[src/rtl/key_event_decoder_if.sv]
// Key event bus: the debounced key level in, one-cycle event strobes and
// status out. There is no handshake here. key_in is a plain level sampled on
// every rising clk edge. Each strobe is high for exactly one cycle and is not
// acknowledged.
interface key_event_decoder_if;
    logic       key_in;
    logic       short_pulse;
    logic       double_pulse;
    logic       long_pulse;
    logic       repeat_pulse;
    logic       busy;
    logic [2:0] state_dbg;

    // Producer of key_in and consumer of the event strobes
    modport master (
        output key_in,
        input  short_pulse, double_pulse, long_pulse, repeat_pulse, busy, state_dbg
    );

    // The decoder itself
    modport slave (
        input  key_in,
        output short_pulse, double_pulse, long_pulse, repeat_pulse, busy, state_dbg
    );
endinterface

[src/rtl/key_event_decoder.sv]
// key_event_decoder: turns a debounced key level into one-cycle short, double,
// long and auto-repeat strobes. All timing is counted in clk cycles.
module key_event_decoder #(
    parameter int LONG_CYC   = 50_000_000,
    parameter int DCLK_CYC   = 12_500_000,
    parameter int REPEAT_CYC = 5_000_000
) (
    input  logic                clk,
    input  logic                rst_n,
    key_event_decoder_if.slave  bus
);
    localparam int MAX_AB  = (LONG_CYC > DCLK_CYC) ? LONG_CYC : DCLK_CYC;
    localparam int MAX_CYC = (MAX_AB > REPEAT_CYC) ? MAX_AB : REPEAT_CYC;
    localparam int CW      = $clog2(MAX_CYC);

    localparam logic [CW-1:0] LONG_LAST   = CW'(LONG_CYC - 1);
    localparam logic [CW-1:0] DCLK_LAST   = CW'(DCLK_CYC - 1);
    localparam logic [CW-1:0] REPEAT_LAST = CW'(REPEAT_CYC - 1);
    localparam logic [CW-1:0] CNT_ONE     = CW'(1);

    typedef enum logic [2:0] {
        IDLE      = 3'd0,
        PRESS1    = 3'd1,
        WAIT2     = 3'd2,
        PRESS2    = 3'd3,
        LONG_HOLD = 3'd4
    } state_t;

    state_t        state_q, state_d;
    logic [CW-1:0] cnt_q, cnt_d;
    logic          armed_q, armed_d;
    logic          short_q, short_d;
    logic          double_q, double_d;
    logic          long_q, long_d;
    logic          repeat_q, repeat_d;
    logic          busy_q, busy_d;

    // State, counter and arming flag registers
    always_ff @(posedge clk or negedge rst_n) begin
        if (!rst_n) begin
            state_q <= IDLE;
            cnt_q   <= '0;
            armed_q <= 1'b0;
        end else begin
            state_q <= state_d;
            cnt_q   <= cnt_d;
            armed_q <= armed_d;
        end
    end

    // Next state: each counter compare against N-1 fires on the N-th sample
    always_comb begin
        state_d = state_q;
        cnt_d   = cnt_q;
        armed_d = armed_q;
        case (state_q)
            IDLE: begin
                cnt_d = '0;
                if (!bus.key_in) begin
                    armed_d = 1'b1;
                end else if (armed_q) begin
                    state_d = PRESS1;
                    cnt_d   = CNT_ONE;
                end
            end
            PRESS1: begin
                if (!bus.key_in) begin
                    state_d = WAIT2;
                    cnt_d   = CNT_ONE;
                end else if (cnt_q == LONG_LAST) begin
                    state_d = LONG_HOLD;
                    cnt_d   = '0;
                end else begin
                    cnt_d = cnt_q + CNT_ONE;
                end
            end
            WAIT2: begin
                if (bus.key_in) begin
                    state_d = PRESS2;
                    cnt_d   = '0;
                end else if (cnt_q == DCLK_LAST) begin
                    state_d = IDLE;
                    cnt_d   = '0;
                end else begin
                    cnt_d = cnt_q + CNT_ONE;
                end
            end
            PRESS2: begin
                cnt_d = '0;
                if (!bus.key_in) begin
                    state_d = IDLE;
                end
            end
            LONG_HOLD: begin
                if (!bus.key_in) begin
                    state_d = IDLE;
                    cnt_d   = '0;
                end else if (cnt_q == REPEAT_LAST) begin
                    cnt_d = '0;
                end else begin
                    cnt_d = cnt_q + CNT_ONE;
                end
            end
            default: begin
                state_d = IDLE;
                cnt_d   = '0;
            end
        endcase
    end

    // Output decode: the next-cycle strobes. The branches are exclusive, so at most one fires
    always_comb begin
        short_d  = 1'b0;
        double_d = 1'b0;
        long_d   = 1'b0;
        repeat_d = 1'b0;
        busy_d   = (state_d != IDLE);
        case (state_q)
            PRESS1:    long_d   = bus.key_in && (cnt_q == LONG_LAST);
            WAIT2:     short_d  = !bus.key_in && (cnt_q == DCLK_LAST);
            PRESS2:    double_d = !bus.key_in;
            LONG_HOLD: repeat_d = bus.key_in && (cnt_q == REPEAT_LAST);
            default:   ;
        endcase
    end

    // Registered outputs
    always_ff @(posedge clk or negedge rst_n) begin
        if (!rst_n) begin
            short_q  <= 1'b0;
            double_q <= 1'b0;
            long_q   <= 1'b0;
            repeat_q <= 1'b0;
            busy_q   <= 1'b0;
        end else begin
            short_q  <= short_d;
            double_q <= double_d;
            long_q   <= long_d;
            repeat_q <= repeat_d;
            busy_q   <= busy_d;
        end
    end

    assign bus.short_pulse  = short_q;
    assign bus.double_pulse = double_q;
    assign bus.long_pulse   = long_q;
    assign bus.repeat_pulse = repeat_q;
    assign bus.busy         = busy_q;
    assign bus.state_dbg    = state_q;
endmodule

[src/flat_wrapper.sv]
// flat-port wrapper written by rule: the top's interface ports become plain ports
module key_event_decoder_flat 
#(
    parameter int LONG_CYC   = 50_000_000,
    parameter int DCLK_CYC   = 12_500_000,
    parameter int REPEAT_CYC = 5_000_000
)
  (clk, rst_n, bus_key_in, bus_short_pulse, bus_double_pulse, bus_long_pulse, bus_repeat_pulse, bus_busy, bus_state_dbg);
  key_event_decoder_if bus_i ();
  input  logic clk;
  input  logic rst_n;
  input wire logic [$bits(bus_i.key_in)-1:0] bus_key_in;
  output wire logic [$bits(bus_i.short_pulse)-1:0] bus_short_pulse;
  output wire logic [$bits(bus_i.double_pulse)-1:0] bus_double_pulse;
  output wire logic [$bits(bus_i.long_pulse)-1:0] bus_long_pulse;
  output wire logic [$bits(bus_i.repeat_pulse)-1:0] bus_repeat_pulse;
  output wire logic [$bits(bus_i.busy)-1:0] bus_busy;
  output wire logic [$bits(bus_i.state_dbg)-1:0] bus_state_dbg;
  assign bus_i.key_in = bus_key_in;
  assign bus_short_pulse = bus_i.short_pulse;
  assign bus_double_pulse = bus_i.double_pulse;
  assign bus_long_pulse = bus_i.long_pulse;
  assign bus_repeat_pulse = bus_i.repeat_pulse;
  assign bus_busy = bus_i.busy;
  assign bus_state_dbg = bus_i.state_dbg;
  key_event_decoder #(.LONG_CYC(LONG_CYC), .DCLK_CYC(DCLK_CYC), .REPEAT_CYC(REPEAT_CYC)) u_core (.clk(clk), .rst_n(rst_n), .bus(bus_i));
endmodule
[config.mk]
export PLATFORM = sky130hd
export DESIGN_NAME = key_event_decoder_flat
export DESIGN_NICKNAME = d
export VERILOG_FILES = /design/src/rtl/key_event_decoder_if.sv /design/src/rtl/key_event_decoder.sv /design/src/flat_wrapper.sv
export SDC_FILE = /design/constraint.sdc
export NUM_CORES = 1
export LEC_CHECK = 0
export BUFFER_PORTS_ARGS = -buffer_cell sky130_fd_sc_hd__buf_2
export CORE_MARGIN = 1.5
export CORE_UTILIZATION = 37
export CTS_BUF_LIST = sky130_fd_sc_hd__clkbuf_4 sky130_fd_sc_hd__clkbuf_8
export CTS_CLUSTER_DIAMETER = 60
export DETAILED_ROUTE_END_ITERATION = 12
export PLACE_DENSITY = 0.57
export SYNTH_ARGS = -nofsm -noshare
export SYNTH_HDL_FRONTEND = slang
export SYNTH_SLANG_ARGS = --single-unit
[constraint.sdc]
create_clock -name clk -period 6.2 [get_ports clk]
set_input_delay 0.62 -clock clk [delete_from_list [all_inputs] [get_ports clk]]
set_output_delay 0.62 -clock clk [all_outputs]
set_load 0.02 [all_outputs]
=== Word-level counts from Yosys, hierarchy flattened ===
Index checks and enable logic that the tools add are counted.

* Divide/modulo/power cells: 0
* Shift-type cells: 0
* Equality and inequality tests: 7
* Order comparisons: 0
* Reductions and logical operators: 8
* Bitwise operators: 1
* $mul: 0
* Mux-type cells: 21
* Add/sub/neg operators: 1

{| class="wikitable"
|+ Operators with widths
! kind !! number
|-
| $mux W26 || 7
|-
| $pmux W26 S4 || 1
|-
| $add A26 B1 Y26 const B || 1
|-
| $eq A26 B23 Y1 const B || 1
|-
| $eq A26 B24 Y1 const B || 1
|-
| $eq A26 B26 Y1 const B || 1
|-
| $mux W3 || 7
|-
| $pmux W3 S4 || 1
|-
| $eq A3 B2 Y1 const B || 2
|-
| $mux W1 || 5
|-
| $eq A3 B1 Y1 const B || 1
|-
| $eq A3 B3 Y1 const B || 1
|-
| $logic_and A1 B1 Y1 || 3
|-
| $logic_not A3 Y1 || 1
|-
| $reduce_bool A3 Y1 || 1
|-
| $reduce_and A2 Y1 || 1
|-
| $reduce_or A2 Y1 || 1
|-
| $logic_not A1 Y1 || 1
|-
| $not A1 Y1 || 1
|}

* Output and inout bits: 8
* Word-level logic and storage cells: 46
* Bits in writable memories: 0
* Bits in read-only memories: 0
* Latch bits: 0
* Memories kept: 0
* Register bits after elaboration: 35

=== Depth between registers and ports, before layout ===
Gate-level depths: netlist of the first run.

* Word-level depth: 5
* Mapped depth: 7
* Mapped depth without buffers: 6

=== Least setup slack after synthesis of the first run ===
OpenSTA, ideal clock, no wires.

* Path kind: register -> register
* Start: register u_core.cnt_q[9]
* End: register u_core.cnt_q[14]
* Slack: 3624 ps
* Clock period less this slack: 2576 ps
* Library setup time: 119 ps
* Required time: 6081 ps
* Stages on the path, launching flop included: 7
* Data arrival time: 2457 ps
* Cell sequence: dfrtp_1 or3_1 or4_1 or4_4 a221oi_4 buf_6 nor2_1

* Longest elaborated chain between the ends: 4
* Elaborated cells between the ends (all ways): 11

{| class="wikitable"
|+ RTL lines
! what !! RTL line !! text
|-
| start: declaration || key_event_decoder.sv:30 || <nowiki>logic [CW-1:0] cnt_q, cnt_d;</nowiki>
|-
| start signal: assignment || key_event_decoder.sv:46 || <nowiki>cnt_q <= cnt_d;</nowiki>
|-
| $add A26 B1 Y26, or another cell as far along || key_event_decoder.sv:74, key_event_decoder.sv:85, key_event_decoder.sv:101 ||
|-
| $mux W26 (on tied branches) || key_event_decoder.sv:98, key_event_decoder.sv:81, key_event_decoder.sv:70 ||
|-
| $mux W26 (on tied branches) || key_event_decoder.sv:95, key_event_decoder.sv:78, key_event_decoder.sv:67 ||
|-
| $pmux W26 S4 (*) || key_event_decoder.sv:56 || <nowiki>case (state_q)</nowiki>
|-
| named net u_core.cnt_d[14] || key_event_decoder.sv:30 ||
|}

Mark *: on every way through the listed nets, which the timed path passes. The rest lies on a longest branch.
A chain may end at the register's enable or synchronous reset.

=== Worst setup path after layout of the first run ===
* Start: register u_core.cnt_q[0]
* End: register u_core.cnt_q[21]

Same word-level chain as after synthesis.

==> flow_summary.toml, run 1 <==
[worst_setup_path]
crit_chain = "ha_1 > nand3_1 > or4_1 > or4_4 > a221oi_4 > nor2_1"
arrival_ns = 3.30
slowest_delay_ns = 0.90
critPathKind = "reg -> reg"
end_kind = "flip-flop"
crit_path_start_kind = "flip-flop"
crit_slowest_cell = "a221oi_4"
critPathMaxFanout = 25
worst_ep_required_time_ns = 6.32
r2r_slack_ns = 3.03

[clock_tree]
cts.clk_slew.worst_paths_ns = 0.07
ctsResizeCount = 0
cts-root-buf = "clkbuf_8"
cts_sinks = 35
hold_buffers = 0
clk_latency_ns = 0.28
clock_path_buffers = 2
post_cts_buffers = 0
cts_max_level = 2
cts_buffers = 5
cts_tree = "done"

[synthesis]
synthAdderAreaFrac = 0.00694
synth_edf_count = 0
syn_area_per_cell_um2 = 9.53
synth_nets = 193
ys_seq_area_frac = 0.486
synth_top_family_by_area = "simple AND/OR/NAND/NOR gates"
synthMuxAreaShare = 0.00625
netlist_area_mm2 = 0.00180
async_reset_ff_frac = 1.00
synth_seq_cells = 35
synth_compound_area_frac = 0.0583
yosysWarnings = 0
ys.flop_type = "dfrtp_1"
yosys.area_share.simple = 0.290
yosysUniqueCellTypes = 36
synthCells = 189
synth_xor_area_frac = 0.117

[route]
route.detailed.wl_per_inst_um = 14.0
wl_met2_um = 1590
vias = 1370
wl_met1_um = 1790
drtPass1Iterations = 4
drt-total-wl_um = 3580
met3_length_um = 167
drc_errors = 0
drtAntennaViolNets = 0
drtIter0Drc = 53
routed_via_density = 5.37
routed.top_layer = "met4"

[global_route]
antenna_found_initial = 0
gr-total-overflow = 0
grt_pass1_wl_um = 6470
grt_max_degree = 36
grt_use_total = 0.158
grt_pass1_vias = 1336

[die]
dieArea_mm2 = 0.00530
ios = 11
initial_utilization = 0.384
fp.dieW_um = 72.8
rows = 25
coreArea_mm2 = 0.00469
die_h_um = 72.8

[sta]
finalSetupViolations = 0
rsz0062_at_grt = "false"
fin_crit_sh = 0.512
tightest_slew_ns = 1.16
slew_viol_final = 0
finalHoldViolations = 0
relSlewSlack = 0.220
finalClockSkew_ns = 0.00514
max_freq_mhz = 315
post-route-min-period_ns = 3.17
fin_setup_tns_ns = 0

[run]
max-cap-violations = 0

[power]
pwr-share-comb = 0.148
leakage_nw = 0.805
clkPwrFrac = 0.357
p_switching_mw = 0.146
internal_power_mw = 0.375
sw_frac_of_total = 0.280
ir_worst_vdd_mv = 0.125
seqPwrFrac = 0.495
pwr_density_cell_mw_per_mm2 = 262

[min_path]
hp-class = "in -> async"

[finish]
fill_cells = 497
nNetsFinal = 204
layout-drive-gt1-share = 0.109
diodes = 0
fin_area_mm2 = 0.00199
area_growth_pct = 10.4
final_common_cell = "dfrtp_1"
final_cell_mix = "dfrtp_1, nor2_1, xor2_1, nand2_1, nand3_1"

[place]
post_dp_cell_area_mm2 = 0.00189
dpl.hpwl_um = 2490
portBuffers = 10
globalplace.congestion = 0.824

[run_status]
outcome = "finished clean"
[synthesized netlist by cell type (all sizes together) (5+ instances only)]
cell type,number,area (um2)
xor2,18,158
xnor2,6,52.6
nand2,17,63.8
or4,5,41.3
nand3,13,65.1
clkbuf,5,18.8
nor2,32,120
dfrtp,35,876
nand4,8,50.1
inv,6,22.5
nor4,5,31.3
[state kept, by name, summed over array words and instances (netlist names)]
signal / count
u_core.bus.busy: 1
u_core.bus.short_pulse: 1
u_core.cnt_q: 26
u_core.bus.repeat_pulse: 1
u_core.bus.double_pulse: 1
u_core.armed_q: 1
u_core.bus.state_dbg: 3
u_core.bus.long_pulse: 1
[final cells by class]
cell class                      instances  area (um2)  share of cell area
Tap cell                               54        67.6              0.0340
Multi-Input combinational cell        141         862               0.433
Timing Repair Buffer                   11        57.6              0.0289
Sequential cell                        35         876               0.440
Clock buffer                            8         104              0.0522
Inverter                                6        22.5              0.0113
[worst max-delay path: cells and delay by family, from the launching register on]
kind,cells,cell delay [ns]
AND/OR/NAND/NOR,4,1.46
adder cells (fa/ha/maj),1,0.22
flip-flops,1,0.43
AO/OA/AOI/OAI,1,0.90
[stage by stage]
stage | power (mW) | util | cells | hold slack [ns] | setup slack [ns]
CTS | 0.527 | 0.424 | 255 | 0.457 | 2.96
global route | 0.549 | 0.424 | 255 | 0.497 | 2.75
detailed placement | 0.341 | 0.402 | 247 | 0.464 | 2.96
global placement | 0.340 | 0.402 | 247 | 0.464 | 3.05
floorplan | 0.323 | - | 189 | 0.324 | 3.62
finish | 0.521 | 0.424 | 255 | 0.405 | 3.03
[kinds of logic after synthesis]
group,count (synthesis)
compound gates,13
xor+xnor,24
fa+ha+maj,1
buf+inv,13
flops,35
mux,1
simple gates,102
[path summary, 6_finish.rpt]
check                                                   to  cells after the start                        from
max in group asynchronous        u_core.cnt_q[2]$_DFF_PN0_                      1                       rst_n
worst max register to register  u_core.cnt_q[21]$_DFF_PN0_                      6   u_core.cnt_q[0]$_DFF_PN0_
min in group clk                u_core.armed_q$_DFFE_PN0P_                      1  u_core.armed_q$_DFFE_PN0P_
worst max-delay path            u_core.cnt_q[21]$_DFF_PN0_                      6   u_core.cnt_q[0]$_DFF_PN0_
worst min-delay path            u_core.cnt_q[13]$_DFF_PN0_                      1                       rst_n
worst min register to register  u_core.armed_q$_DFFE_PN0P_                      1  u_core.armed_q$_DFFE_PN0P_
[routing by layer]
| metal | vias up | global-route usage |
|---|---|---|
| li1 | 675 | - |
| met1 | 662 | 0.217 |
| met2 | 29 | 0.244 |
| met3 | 4 | 0.0470 |
| met4 | 0 | 0.0440 |
| met5 | - | 0 |
[power groups by stage]
stage / clock network, mW / logic [mW] / registers, mW
3_3_place_gp: 0 / 0.0782 / 0.262
3_5_place_dp: 0 / 0.0790 / 0.262
2_1_floorplan: 0 / 0.0625 / 0.261
6_report: 0.186 / 0.0770 / 0.258
5_1_grt: 0.200 / 0.0878 / 0.261
4_1_cts: 0.190 / 0.0793 / 0.258
No activity file was read; power rests on OpenSTA's default activity.
==> run 2: changes to the inputs <==
==> constraint.sdc (replaced) <==
create_clock -name clk -period 3.3 [get_ports clk]
set_input_delay 0.33 -clock clk [delete_from_list [all_inputs] [get_ports clk]]
set_output_delay 0.33 -clock clk [all_outputs]
set_load 0.02 [all_outputs]
==> run 2 against run 1 <==
  * First-iteration DRC count grew 40%
  * Combinational power rose by 94%
  * Register-to-register slack worse by 2.5 ns
  * Largest cell class unchanged
  * Highest routed layer unchanged
==> flow_summary.toml, run 2 (synthesized netlist as in run 1, its figures left out) <==
[worst_setup_path]
critPathMaxFanout = 25
worst-path-stages = 7
end_kind = "flip-flop"
critPathTopFamily = "simple AND/OR/NAND/NOR gates"
crit_path_start_kind = "flip-flop"
arrival_ns = 2.90
r2r_cells = 7
worst_ep_required_time_ns = 3.46
critPathKind = "reg -> reg"
crit_chain = "ha_1 > nand3_1 > or4_1 > or4_4 > a221oi_4 > buf_4 > nor2_1"
crit_slowest_cell = "or4_4"
slowest_delay_ns = 0.60
worst-path-buf-inv = 1

[global_route]
gr-total-overflow = 0
grt_max_degree = 36
grt_pass1_wl_um = 6410
grt_use_total = 0.158
antenna_found_initial = 0
grt_pass1_vias = 1286

[clock_tree]
clock_path_buffers = 2
cts.clk_slew.worst_paths_ns = 0.07
hold_buffers = 0
cts_max_level = 2
clk_latency_ns = 0.28
cts_tree = "done"
cts-root-buf = "clkbuf_8"
post_cts_buffers = 0
cts_buffers = 5
cts_sinks = 35
ctsResizeCount = 0

[die]
ios = 11
rows = 25
dieArea_mm2 = 0.00530
fp.dieW_um = 72.8
die_h_um = 72.8
coreArea_mm2 = 0.00469
initial_utilization = 0.384

[route]
drtIter0Drc = 74
drc_errors = 0
routed_via_density = 5.35
route.detailed.wl_per_inst_um = 14.4
drtPass1Iterations = 4
vias = 1365
drtAntennaViolNets = 0
drt-total-wl_um = 3670

[finish]
nNetsFinal = 206
final_cell_mix = "dfrtp_1, nor2_1, xor2_1, nand2_1, nand3_1"
layout-drive-gt1-share = 0.109
largest_reg_flops = 26
regMostFlops = "u_core.cnt_q"
diodes = 0
final_common_cell = "dfrtp_1"
area_growth_pct = 9.72
postLayoutCoreUtil = 0.421
fin_cells = 255
fin_area_mm2 = 0.00198

[place]
dp_slack_ns = 0.535
post_dp_cell_area_mm2 = 0.00190
portBuffers = 10
placed_cells = 249
dpl.hpwl_um = 2510
globalplace.congestion = 0.828

[sta]
post-route-min-period_ns = 2.74
finalHoldViolations = 0
fin_setup_tns_ns = 0
finalClockSkew_ns = 0.00541
hold_slack_ns = 0.132
max_freq_mhz = 365
rsz0062_at_grt = "false"
fin_crit_sh = 0.830
tightest_slew_ns = 0.794
slew_viol_final = 0
finalSetupViolations = 0
relSlewSlack = 0.470
fin_ws_ns = 0.559

[power]
leakage_nw = 0.800
ir_worst_vdd_mv = 0.229
p_total_mw = 0.925
pwr_density_cell_mw_per_mm2 = 468

[run_status]
outcome = "finished clean"

[run]
max-cap-violations = 0

[min_path]
hp-class = "in -> async"
==> run 2: cell count changes in the layout (fill, tap and decap cells not counted) <==
cell,change
clkbuf_8,-2
buf_4,+2
==> run 2: power breakdown <==
part	internal, mW	switching (mW)	leakage [nW]
registers	0.452	0.0317	0.473
logic	0.0577	0.0912	0.286
clock network	0.149	0.144	0.0406
total	0.658	0.266	0.800
==> run 2: area by class of cell <==
type | count | area, um2
Multi-Input combinational cell | 141 | 862
Sequential cell | 35 | 876
Timing Repair Buffer | 13 | 72.6
Clock buffer | 6 | 76.3
Inverter | 6 | 22.5
Tap cell | 54 | 67.6
Fill cell | 476 | 2720
==> run 2: per-layer routing <==
metal | GRT usage | up-vias | part of all wire
li1 | - | 675 | -
met1 | 0.230 | 663 | 0.51
met2 | 0.232 | 23 | 0.45
met3 | 0.0387 | 4 | 0.035
met4 | 0.0503 | 0 | 0.0098
met5 | 0 | - | 0
==> run 2: worst paths after layout <==
check | startpoint | slack (ns) | end
min | rst_n | 0.13 | u_core.bus.busy$_DFF_PN0_
max in group asynchronous | rst_n | 2.66 | u_core.cnt_q[12]$_DFF_PN0_
min reg2reg | u_core.armed_q$_DFFE_PN0P_ | 0.49 | u_core.armed_q$_DFFE_PN0P_
min in group clk | bus_key_in | 0.34 | u_core.bus.double_pulse$_DFF_PN0_
max reg2reg | u_core.cnt_q[0]$_DFF_PN0_ | 0.56 | u_core.cnt_q[14]$_DFF_PN0_
max | u_core.cnt_q[0]$_DFF_PN0_ | 0.56 | u_core.cnt_q[14]$_DFF_PN0_
==> run 3: changes to the inputs <==
--- a/config.mk
+++ b/config.mk
@@ -5,13 +5,14 @@
 export SDC_FILE = /design/constraint.sdc
 export NUM_CORES = 1
 export LEC_CHECK = 0
+export ABC_AREA = 1
 export BUFFER_PORTS_ARGS = -buffer_cell sky130_fd_sc_hd__buf_2
 export CORE_MARGIN = 1.5
 export CORE_UTILIZATION = 37
 export CTS_BUF_LIST = sky130_fd_sc_hd__clkbuf_4 sky130_fd_sc_hd__clkbuf_8
 export CTS_CLUSTER_DIAMETER = 60
 export DETAILED_ROUTE_END_ITERATION = 12
-export PLACE_DENSITY = 0.57
+export PLACE_DENSITY = 0.59
 export SYNTH_ARGS = -nofsm -noshare
 export SYNTH_HDL_FRONTEND = slang
 export SYNTH_SLANG_ARGS = --single-unit
==> constraint.sdc (replaced) <==
create_clock -name clk -period 2.4 [get_ports clk]
set_input_delay 0.24 -clock clk [delete_from_list [all_inputs] [get_ports clk]]
set_output_delay 0.24 -clock clk [all_outputs]
set_load 0.02 [all_outputs]
==> run 3 against run 2 <==
  * Total power up 56%
  * Clock skew is 0.0020 ns higher
  * Core utilization hardly changed
  * Design area rose by 18%
  * Non-clock buffer count down 3
  * Die area rose by 17%
  * Count of clock-buffer cells in the layout unchanged
  * Setup slack lost 0.15 ns
==> flow_summary.toml, run 3 <==
[route]
drc_errors = 0
drtAntennaViolNets = 0
drtIter0Drc = 139
vias = 1844
drtPass1Iterations = 4
route.detailed.wl_per_inst_um = 12.0
drt-total-wl_um = 4760
routed_via_density = 4.64

[sta]
hold_slack_ns = 0.0246
tightest_slew_ns = 0.780
finalHoldViolations = 0
fin_ws_ns = 0.406
rsz0062_at_grt = "false"
fin_setup_tns_ns = 0
post-route-min-period_ns = 1.99
relSlewSlack = 0.480
fin_crit_sh = 0.831
finalClockSkew_ns = 0.00736
finalSetupViolations = 0
slew_viol_final = 0
max_freq_mhz = 502

[worst_setup_path]
critPathMaxFanout = 16
worst-path-buf-inv = 2
crit_chain = "ha_1 > nand3_2 > nor2_4 > inv_2 > nor2_1 > nand2_1 > nand2_2 > nand3_4 > inv_2 > nor2_1"
worst_ep_required_time_ns = 2.57
end_kind = "flip-flop"
critPathKind = "reg -> reg"
critPathTopFamily = "simple AND/OR/NAND/NOR gates"
crit_path_start_kind = "flip-flop"
crit_slowest_cell = "dfrtp_1"
slowest_delay_ns = 0.46
arrival_ns = 2.17

[power]
ir_worst_vdd_mv = 0.313
p_total_mw = 1.45
pwr_density_cell_mw_per_mm2 = 619
leakage_nw = 1.22

[place]
portBuffers = 10
post_dp_cell_area_mm2 = 0.00226
dpl.hpwl_um = 3560
dp_slack_ns = 0.383
globalplace.congestion = 0.899
placed_cells = 391

[synthesis]
synth_nets = 314
syn_area_per_cell_um2 = 6.87
synth_seq_cells = 35
synth.top_cells.by_count = "nand2_1, inv_1, nor2_1, dfrtp_1, nand3_1"
yosysTopAreaCellShare = 0.411
ys.flop_type = "dfrtp_1"
netlist_top_cells_area = "dfrtp_1, nand2_1, inv_1, nor2_1, nand3_1"
yosysUniqueCellTypes = 26
yosysWarnings = 0
yosys.area.top_type = "dfrtp_1"
yosysMostFrequentCell = "nand2_1"
async_reset_ff_frac = 1.00
netlist_area_mm2 = 0.00213
synth_edf_count = 0
synthCells = 310
ys_seq_area_frac = 0.411

[finish]
final_common_cell = "nand2_1"
postLayoutCoreUtil = 0.422
area_growth_pct = 9.63
fin_area_mm2 = 0.00234
nNetsFinal = 330
fill_cells = 593
layout-drive-gt1-share = 0.0985
final_cell_mix = "nand2_1, inv_1, nor2_1, dfrtp_1, nand3_1"
diodes = 0
largest_reg_flops = 26
regMostFlops = "u_core.cnt_q"
fin_cells = 397

[min_path]
hp-class = "in -> async"

[global_route]
grt_max_degree = 36
grt_pass1_vias = 1794
grt_use_total = 0.178
antenna_found_initial = 0
gr-total-overflow = 0
grt_pass1_wl_um = 8500

[clock_tree]
cts_sinks = 35
ctsResizeCount = 0
hold_buffers = 0
clock_path_buffers = 2
cts_buffers = 5
cts.clk_slew.worst_paths_ns = 0.07
cts-root-buf = "clkbuf_8"
clk_latency_ns = 0.29
post_cts_buffers = 0
cts_tree = "done"
cts_max_level = 2

[die]
die_h_um = 78.9
dieArea_mm2 = 0.00622
ios = 11
initial_utilization = 0.385
rows = 27
coreArea_mm2 = 0.00554
fp.dieW_um = 78.9

[run]
max-cap-violations = 0

[run_status]
outcome = "finished clean"
==> run 3: changes by cell type after synthesis, sizes merged, moves of 5 or more <==
cell    delta
nor2      +32
xor2      -10
inv       +56
clkbuf     -5
nand2     +67
nand3     +11
or4        -5
==> run 3: power by group <==
| group | switching, mW | total [mW] | leakage, nW | internal [mW] |
|---|---|---|---|---|
| clock | 0.205 | 0.410 | 0.0406 | 0.205 |
| sequential | 0.0542 | 0.689 | 0.475 | 0.635 |
| combinational | 0.244 | 0.347 | 0.701 | 0.103 |
| total | 0.504 | 1.45 | 1.22 | 0.942 |
==> run 3: path summary, 6_finish.rpt <==
kind                                            start                          to  slack, ns  cells after the start
min in group clk                           bus_key_in   u_core.cnt_q[0]$_DFF_PN0_       0.32                      4
setup reg to reg            u_core.cnt_q[0]$_DFF_PN0_  u_core.cnt_q[25]$_DFF_PN0_       0.41                     10
setup / recovery            u_core.cnt_q[0]$_DFF_PN0_  u_core.cnt_q[25]$_DFF_PN0_       0.41                     10
max in group asynchronous                       rst_n  u_core.armed_q$_DFFE_PN0P_       1.88                      1
hold / removal                                  rst_n  u_core.cnt_q[23]$_DFF_PN0_       0.02                      1
hold reg to reg            u_core.armed_q$_DFFE_PN0P_  u_core.armed_q$_DFFE_PN0P_       0.48                      1
==> run 3: cell type report <==
| type | count | area, um2 | area share |
|---|---|---|---|
| multi-input cells | 211 | 1010 | 0.431 |
| flip-flops and latches | 35 | 876 | 0.375 |
| inverters | 63 | 236 | 0.101 |
| well taps | 72 | 90.1 | 0.0386 |
| clock buffers | 6 | 76.3 | 0.0327 |
| repair buffers | 10 | 50.0 | 0.0214 |
==> run 3: routing by layer <==
metal,global-route usage,wire (um),vias up
met5,0,0,-
met4,0.0579,69,0
met3,0.0414,210,8
met2,0.278,2090,34
met1,0.242,2390,839
li1,-,-,963
==> run 3: cells by family after synthesis <==
group,synth area share
simple gates,0.393
buf+inv,0.116
xor+xnor,0.0493
fa+ha+maj,0.00587
flops,0.411
compound gates,0.0241
